## src/rtl/pe_config.sv

```systemverilog
// Sequencer for the EKF-SLAM PE array: stage handshake plus a fixed 3x3 matmul BRAM/PE schedule.
// Optional macro NL_TIMEOUT_EN aborts a stalled nonlinear-unit handshake after 64 cycles.
module pe_config #(
    parameter int X          = 4,
    parameter int Y          = 4,
    parameter int L          = 4,
    parameter int RSA_DW     = 32,
    parameter int TB_AW      = 11,
    parameter int CB_AW      = 17,
    parameter int SEQ_CNT_DW = 500,
    parameter int N          = 3,
    parameter int RD_DELAY   = 3,
    parameter int WR_DELAY   = 1,
    parameter int F_xi       = 0,
    parameter int t_cov      = 6,
    parameter int F_cov      = 9
) (
    input  logic                  clk,
    input  logic                  sys_rst,
    input  logic [2:0]            stage_val,
    input  logic [2:0]            nonlinear_s_val,
    input  logic [2:0]            nonlinear_s_rdy,
    output logic [2:0]            stage_rdy,
    output logic [2:0]            nonlinear_m_rdy,
    output logic [2:0]            nonlinear_m_val,
    output logic [X-1:0]          A_in_sel,
    output logic [X-1:0]          A_in_en,
    output logic [2*Y-1:0]        B_in_sel,
    output logic [Y-1:0]          B_in_en,
    output logic [2*X-1:0]        M_in_sel,
    output logic [X-1:0]          M_in_en,
    output logic [2*X-1:0]        C_out_sel,
    output logic [X-1:0]          C_out_en,
    output logic [L-1:0]          TB_dinb_sel,
    output logic [L-1:0]          TB_douta_sel,
    output logic [L-1:0]          TB_doutb_sel,
    output logic [L-1:0]          TB_ena,
    output logic [L-1:0]          TB_enb,
    output logic [L-1:0]          TB_wea,
    output logic [L-1:0]          TB_web,
    output logic [L-1:0]          CB_dinb_sel,
    output logic [L-1:0]          CB_douta_sel,
    output logic [L-1:0]          CB_doutb_sel,
    output logic [L-1:0]          CB_ena,
    output logic [L-1:0]          CB_enb,
    output logic [L-1:0]          CB_wea,
    output logic [L-1:0]          CB_web,
    output logic [L*RSA_DW-1:0]   TB_dina,
    output logic [L*RSA_DW-1:0]   CB_dina,
    output logic [L*TB_AW-1:0]    TB_addra,
    output logic [L*TB_AW-1:0]    TB_addrb,
    output logic [L*CB_AW-1:0]    CB_addra,
    output logic [L*CB_AW-1:0]    CB_addrb,
    output logic                  new_cal_en,
    output logic                  new_cal_done
);

    localparam int CNT_W  = $clog2(SEQ_CNT_DW + 1);
    localparam int T_OUT0 = RD_DELAY + N + X;
    localparam int T_WB0  = T_OUT0 + WR_DELAY;
    localparam int T_LAST = T_WB0 + N - 1;

    localparam logic [1:0] S_IDLE    = 2'd0;
    localparam logic [1:0] S_NL_WAIT = 2'd1;
    localparam logic [1:0] S_MAT     = 2'd2;
    localparam logic [1:0] S_HANDOFF = 2'd3;

    logic [1:0]       r_state;
    logic [2:0]       r_kOh;
    logic [CNT_W-1:0] r_t;
    logic             r_flag;
    logic             r_newDone;
    logic             w_oneHot;
    logic             w_sVal;
    logic             w_sRdy;
    logic [31:0]      w_t;
`ifdef NL_TIMEOUT_EN
    logic [5:0]       r_tmo;
`endif

    // The stage is held one-hot so per-stage handshake bits are simple masks.
    assign w_oneHot = (stage_val == 3'b001) || (stage_val == 3'b010) || (stage_val == 3'b100);
    assign w_sVal   = |(nonlinear_s_val & r_kOh);
    assign w_sRdy   = |(nonlinear_s_rdy & r_kOh);
    assign w_t      = 32'(r_t);

    always_ff @(posedge clk or negedge sys_rst) begin
        if (!sys_rst) begin
            r_state   <= S_IDLE;
            r_kOh     <= 3'b000;
            r_t       <= '0;
            r_flag    <= 1'b0;
            r_newDone <= 1'b0;
`ifdef NL_TIMEOUT_EN
            r_tmo     <= '0;
`endif
        end else begin
            r_newDone <= 1'b0;
            case (r_state)
                S_IDLE: begin
                    if (w_oneHot) begin
                        r_state <= S_NL_WAIT;
                        r_kOh   <= stage_val;
`ifdef NL_TIMEOUT_EN
                        r_tmo   <= '0;
`endif
                    end
                end
                S_NL_WAIT: begin
                    if (w_sVal) begin
                        r_state <= S_MAT;
                        r_t     <= '0;
                        r_flag  <= 1'b0;
                    end
`ifdef NL_TIMEOUT_EN
                    else if (r_tmo == 6'd63) r_state <= S_IDLE;
                    else r_tmo <= r_tmo + 6'd1;
`endif
                end
                S_MAT: begin
                    if (w_sRdy) r_flag <= 1'b1;
                    if (r_t == CNT_W'(T_LAST)) begin
                        r_state <= S_HANDOFF;
`ifdef NL_TIMEOUT_EN
                        r_tmo   <= '0;
`endif
                    end else begin
                        r_t <= r_t + CNT_W'(1);
                    end
                end
                default: begin
                    if (r_flag || w_sRdy) begin
                        r_state   <= S_IDLE;
                        r_newDone <= r_kOh[1];
                    end
`ifdef NL_TIMEOUT_EN
                    else if (r_tmo == 6'd63) r_state <= S_IDLE;
                    else r_tmo <= r_tmo + 6'd1;
`endif
                end
            endcase
        end
    end

    assign A_in_sel     = '0;
    assign B_in_sel     = '0;
    assign M_in_sel     = '0;
    assign M_in_en      = '0;
    assign C_out_sel    = '0;
    assign TB_dinb_sel  = '0;
    assign TB_douta_sel = '0;
    assign TB_doutb_sel = '0;
    assign TB_enb       = '0;
    assign TB_wea       = '0;
    assign TB_web       = '0;
    assign TB_addrb     = '0;
    assign CB_dinb_sel  = '0;
    assign CB_douta_sel = '0;
    assign CB_doutb_sel = '0;
    assign CB_wea       = '0;
    assign TB_dina      = '0;
    assign CB_dina      = '0;
    assign new_cal_done = r_newDone;

    // Schedule decode: lane i of each phase is offset by i cycles from lane 0.
    always_comb begin
        stage_rdy       = (r_state == S_IDLE) ? 3'b111 : 3'b000;
        nonlinear_m_rdy = (r_state == S_NL_WAIT) ? r_kOh : 3'b000;
        nonlinear_m_val = (r_state == S_HANDOFF) ? r_kOh : 3'b000;
        new_cal_en      = (r_state == S_MAT) && r_kOh[1];
        A_in_en         = '0;
        B_in_en         = '0;
        C_out_en        = '0;
        TB_ena          = '0;
        TB_addra        = '0;
        CB_ena          = '0;
        CB_addra        = '0;
        CB_enb          = '0;
        CB_web          = '0;
        CB_addrb        = '0;
        if (r_state == S_MAT) begin
            for (int i = 0; i < N; i++) begin
                if (w_t < N) begin
                    TB_ena[i]                  = 1'b1;
                    TB_addra[i*TB_AW +: TB_AW] = TB_AW'(F_xi + w_t);
                    CB_ena[i]                  = 1'b1;
                    CB_addra[i*CB_AW +: CB_AW] = CB_AW'(t_cov + w_t);
                end
                if ((w_t >= RD_DELAY + i) && (w_t <= RD_DELAY + i + N - 1)) begin
                    A_in_en[i] = 1'b1;
                    B_in_en[i] = 1'b1;
                end
                if (w_t == T_OUT0 + i) C_out_en[i] = 1'b1;
                if (w_t == T_WB0 + i) begin
                    CB_enb[i]                  = 1'b1;
                    CB_web[i]                  = 1'b1;
                    CB_addrb[i*CB_AW +: CB_AW] = CB_AW'(F_cov + i);
                end
            end
        end
    end

endmodule

```

## config.mk

```make
export PLATFORM = sky130hd
export DESIGN_NAME = pe_config
export DESIGN_NICKNAME = d
export VERILOG_FILES = /design/src/rtl/pe_config.sv
export SDC_FILE = /design/constraint.sdc
export NUM_CORES = 1
export LEC_CHECK = 0
export BUFFER_PORTS_ARGS = -buffer_cell sky130_fd_sc_hd__buf_2
export CAP_MARGIN = 0
export CORE_AREA = 2 2 234 236
export DETAILED_ROUTE_END_ITERATION = 8
export DIE_AREA = 0 0 236 238
export GPL_TIMING_DRIVEN = 0
export PLACE_DENSITY_LB_ADDON = 0.3
export SYNTH_ARGS = -nofsm -noshare
export SYNTH_HDL_FRONTEND = slang
export SYNTH_SLANG_ARGS = --single-unit
```

## constraint.sdc

```tcl
create_clock -name clk -period 2.75 [get_ports clk]
set_input_delay 0.1375 -clock clk [delete_from_list [all_inputs] [get_ports clk]]
set_output_delay 0.1375 -clock clk [all_outputs]
set_load 0.03 [all_outputs]
```

## Word level (Yosys, flattened, before mapping)

Index checks and enable logic that the tools add are counted.

- Reductions and logical operators: 17
- Magnitude comparators: 7
- Equality and inequality tests: 15
- Add/subtract/negate cells: 2
- Bitwise gates (word level): 2
- Mux-type cells: 36

Operators with widths:

| kind | number |
|---|---|
| $mux W44 | 1 |
| $mux W38 | 1 |
| $eq A9 B4 Y1 const B | 4 |
| $mux W31 | 1 |
| $le A9 B3 Y1 const B | 3 |
| $mux W9 | 3 |
| $mux W3 | 7 |
| $ge A9 B3 Y1 const B | 2 |
| $pmux W9 S2 | 1 |
| $mux W1 | 12 |
| $mux W4 | 3 |
| $add A3 B9 Y10 const A | 1 |
| $mux W10 | 1 |
| $add A9 B1 Y9 const B | 1 |
| $ge A9 B2 Y1 const B | 1 |
| $lt A9 B2 Y1 const B | 1 |
| $reduce_or A3 Y1 | 3 |
| $mux W2 | 4 |
| $ne A2 B2 Y1 const B | 4 |
| $and A3 B3 Y3 | 2 |
| $pmux W2 S3 | 1 |
| $reduce_and A3 Y1 | 2 |
| $eq A2 B2 Y1 const B | 2 |
| $logic_and A1 B1 Y1 | 4 |
| 12 further kinds | 14 |

- Flip-flop bits (word level): 16
- Word-level logic and storage cells: 84
- Bits of input ports: 11
- Output and inout port bits: 591

## Logic depth before layout (Yosys ltp)

- Depth in word-level cells: 5
- Gate-level depth with buffers: 8
- Depth with buffers taken out: 6

## Least setup slack after synthesis

Ideal clock, no wire load.

- Path type: reg-to-output
- From: register r_t[8]
- To: output B_in_en[0]
- Required time: 2.612 ns
- Path buffers: 2
- Arrival time: 2.362 ns
- Path slack: 0.251 ns
- Cell stages (with the launch flop): 6
- Cells stage by stage: dfrtp_1 or4_1 buf_2 nor3_2 nor3b_1 buf_4

- Word-level cells in the longest chain between the ends: 4
- Elaborated cells between the ends (all ways): 5
- Those cells by class: 2 x order compare; 2 x mux; 1 x reduce/logical

RTL lines:

| element | RTL line | text |
|---|---|---|
| start, declared | 70 | `logic [CNT_W-1:0] r_t;` |
| start signal, assigned | 128 | `r_t <= r_t + CNT_W'(1);` |
| $ge A9 B2 Y1 or $le A9 B3 Y1 (tied branches) | 189 | `if ((w_t >= RD_DELAY + i) && (w_t <= RD_DELAY + i + N - 1)) begin` |
| $logic_and A1 B1 Y1 (*) | 189 |  |
| $mux W1 (*) | n/a |  |
| $mux W3 (*) | n/a |  |
| end, declared | 29 | `output logic [Y-1:0] B_in_en,` |

Every way passes the cells marked *; elsewhere a longest branch is shown, timed or not.

## Final worst setup path

- From: register r_t[8]
- To: output CB_addra[19]

- Word-level cells in the longest chain between the ends: 3

RTL lines:

| element | RTL line | text |
|---|---|---|
| $lt A9 B2 Y1 | 183 | `if (w_t < N) begin` |
| $mux W10 | 183 |  |
| $mux W44 | 181 | `if (r_state == S_MAT) begin` |
| end, declared | 52 | `output logic [L*CB_AW-1:0] CB_addra,` |

Every way passes these cells.

==> impl_metrics.env <==
export IMPL_leakage_nw=5.87
export IMPL_ys_seq_area_frac=0.0709
export IMPL_routabilityCongestion=0.721
export IMPL_crit_top_cell="buf_2"
export IMPL_cpMaxStageDelayCell="or4_1"
export IMPL_num_vias=4431
export IMPL_achievable_frequency_mhz=399
export IMPL_path_class="flop to output pin"
export IMPL_synth_area_top_cells="buf_4, dfrtp_1, ha_1, nand2_1, a21oi_1"
export IMPL_core_area_mm2=0.0535
export IMPL_grt_use_total=0.0421
export IMPL_rsz0062_at_grt="no"
export IMPL_drive_above_1_share=0.489
export IMPL_wirelength_um=13900
export IMPL_diodes=0
export IMPL_layout_cells_non_filler=2039
export IMPL_post_route_period_util=0.912
export IMPL_grt_pass1_vias=3342
export IMPL_clock_latency_ns=0.26
export IMPL_dr_pass1_iters=4
export IMPL_outcome="complete, no violations"
export IMPL_ios=602
export IMPL_via_per_inst=2.17
export IMPL_hpwl_um=13200
export IMPL_fin_ws_ns=0.241
export IMPL_rows=85
export IMPL_async_reset_ff_frac=1.00
export IMPL_multi_input_area_mm2=0.00293
export IMPL_fillCellCount=6108
export IMPL_synth_ff_type="dfrtp_1"
export IMPL_grt_first_pass_wirelength_um=18700
export IMPL_start_util=0.106
export IMPL_finalMaxSlewViolations=0
export IMPL_critPathBufInv=3
export IMPL_cts_tree="done"
export IMPL_crit_arrival_ns=2.37
export IMPL_die_y_um=238
export IMPL_finalHoldViolCount=0
export IMPL_cp_max_fo=7
export IMPL_ir_worst_vdd_mv=0.392
export IMPL_ys_seq_elements=16
export IMPL_worstPathRequired_ns=2.61
export IMPL_regArea_um2=400
export IMPL_power_density_mw_per_mm2=523
export IMPL_syn2layout_area_growth_pct=59.0
export IMPL_cts_max_path_buffers=2
export IMPL_grt_max_degree=17
export IMPL_slew_headroom=0.574
export IMPL_wl_per_cell_um=6.84
export IMPL_nets=1368
export IMPL_skew_ns=0.00554
export IMPL_synth_most_common_cell="buf_4"
export IMPL_ant_nets=0
export IMPL_cts_buffers=3
export IMPL_fin_crit_ns=2.51
export IMPL_cts_sinks=16
export IMPL_syn_avg_cell_area_um2=7.65
export IMPL_max_cap_violations=0
export IMPL_synth_cell_types=49
export IMPL_critPathMaxStageDelay_ns=0.52
export IMPL_yosysTopAreaCellShare=0.756
export IMPL_yosysTopAreaCell="buf_4"
export IMPL_clkTransAtPathRegs_ns=0.06
export IMPL_crit_chain="or4_1 > buf_2 > nor3_2 > nand2_2 > nor2_1 > buf_4 > buf_2"
export IMPL_remaining_drc_errors=0
export IMPL_cts_max_level=1
export IMPL_fp_dieW_um=236
export IMPL_port_buffers=65
export IMPL_synth_commonest_cells="buf_4, nand2_1, dfrtp_1"
export IMPL_endpoint_kind="output pin"
export IMPL_post_place_ws_ns=-0.185
export IMPL_hp_class="primary input to flop"
export IMPL_grt_overflow_total=0
export IMPL_start_kind="flop"
export IMPL_worst_pin_slew_ns=0.639
export IMPL_placedCellCount=2032
export IMPL_synth_edff_count=0
export IMPL_synth_warnings=0
export IMPL_dieArea_mm2=0.0562
export IMPL_synth_cells=738
export IMPL_cp_top_family="simple AND/OR/NAND/NOR gates"
export IMPL_drt_iter0_drc=66
export IMPL_synth_area_mm2=0.00565
export IMPL_antenna_found_initial=0
export IMPL_setup_violations_final=0
export IMPL_cts_root_buf="clkbuf_16"
## metal layers
layer | part of all wire | up-vias | global-route usage
met5 | 0 | - | 0
met4 | 0.0019 | 0 | 0.00251
met3 | 0.11 | 2 | 0.0162
met2 | 0.55 | 289 | 0.0798
met1 | 0.34 | 1730 | 0.0459
li1 | - | 2410 | -
## layout by cell type (no fill, tap or decap), drive strengths merged, types with 3 or more instances in the layout
cell / count
nor2b: 4
buf: 637
o21ai: 7
clkbuf: 11
nand2: 23
ha: 13
nand4: 3
nand3: 7
inv: 10
nand3b: 3
nor3: 4
and2: 8
and3: 5
conb: 534
a21oi: 10
nor3b: 3
nand2b: 4
dfrtp: 16
nor2: 10
## what timing repair did
action,in CTS,in global routing
hold endpoints to repair,16,0
hold buffers,1,0
endpoints found under the setup margin,40,26
setup buffers,0,2
gates resized for setup,4,5
pin swaps,0,1
## cells by family (layout without fill, tap and decap cells)
logic type,Yosys count,count (layout),synth area share
AO/OA/AOI/OAI,35,35,0.0423
XOR/XNOR,1,1,0.00155
adder cells (fa/ha/maj),13,13,0.0288
buffers and inverters,587,659,0.768
flip-flops,16,16,0.0709
multiplexers,4,4,0.00886
other,1,534,0.000664
AND/OR/NAND/NOR,81,81,0.0786
## area by class of cell
cell class	count	area share
Buffer	577	0.479
Clock buffer	4	0.00989
Inverter	10	0.00418
Multi-Input combinational cell	668	0.326
Sequential cell	16	0.0446
Tap cell	696	0.0969
Timing Repair Buffer	68	0.0390
## through the flow
stage | setup TNS, ns | instance area [um^2] | hold WS, ns | power (mW) | utilization
global placement | -1.04 | 8850 | 0.126 | 4.29 | 0.165
detailed placement | -1.03 | 8850 | 0.126 | 4.30 | 0.165
floorplan | 0 | 7650 | -0.158 | 3.62 | -
finish | 0 | 8980 | 0.161 | 4.70 | 0.168
global route | 0 | 8980 | 0.178 | 5.04 | 0.168
CTS | 0 | 8960 | 0.155 | 4.68 | 0.167
## state kept, by name, indices dropped and copies added (netlist names)
signal / count
new_cal_done: 1
r_flag: 1
r_t: 9
r_state: 2
r_kOh: 3
## where the power goes
part / switching [mW] / internal, mW / leakage (nW)
clock: 0.111 / 0.222 / 0.0442
sequential: 0.154 / 0.343 / 0.203
combinational: 2.56 / 1.31 / 5.63
total: 2.83 / 1.87 / 5.87
## worst register-to-register path: cells and delay by family (launching register included)
family / cells / cell delay, ns
and+or+nand+nor: 1 / 0.61
adders and majority gates: 1 / 0.14
DFF: 1 / 0.42
AOI/OAI and AO/OA: 2 / 0.30
buffers and inverters: 3 / 0.65
## path summary, 6_finish.rpt
kind                                    from      endpoint  slack [ns]  depth (start not counted)
worst max-delay path                  r_t[8]  CB_addra[19]        0.24                          7
worst min-delay path            stage_val[1]      r_kOh[0]        0.16                          2
worst max register to register    r_state[1]        r_t[7]        0.50                          7
worst min register to register        r_t[5]        r_t[5]        0.58                          2
max in group asynchronous            sys_rst        r_t[8]        2.01                          2
min in group asynchronous            sys_rst        r_t[1]        0.42                          2
No activity file was read; power rests on OpenSTA's default activity.
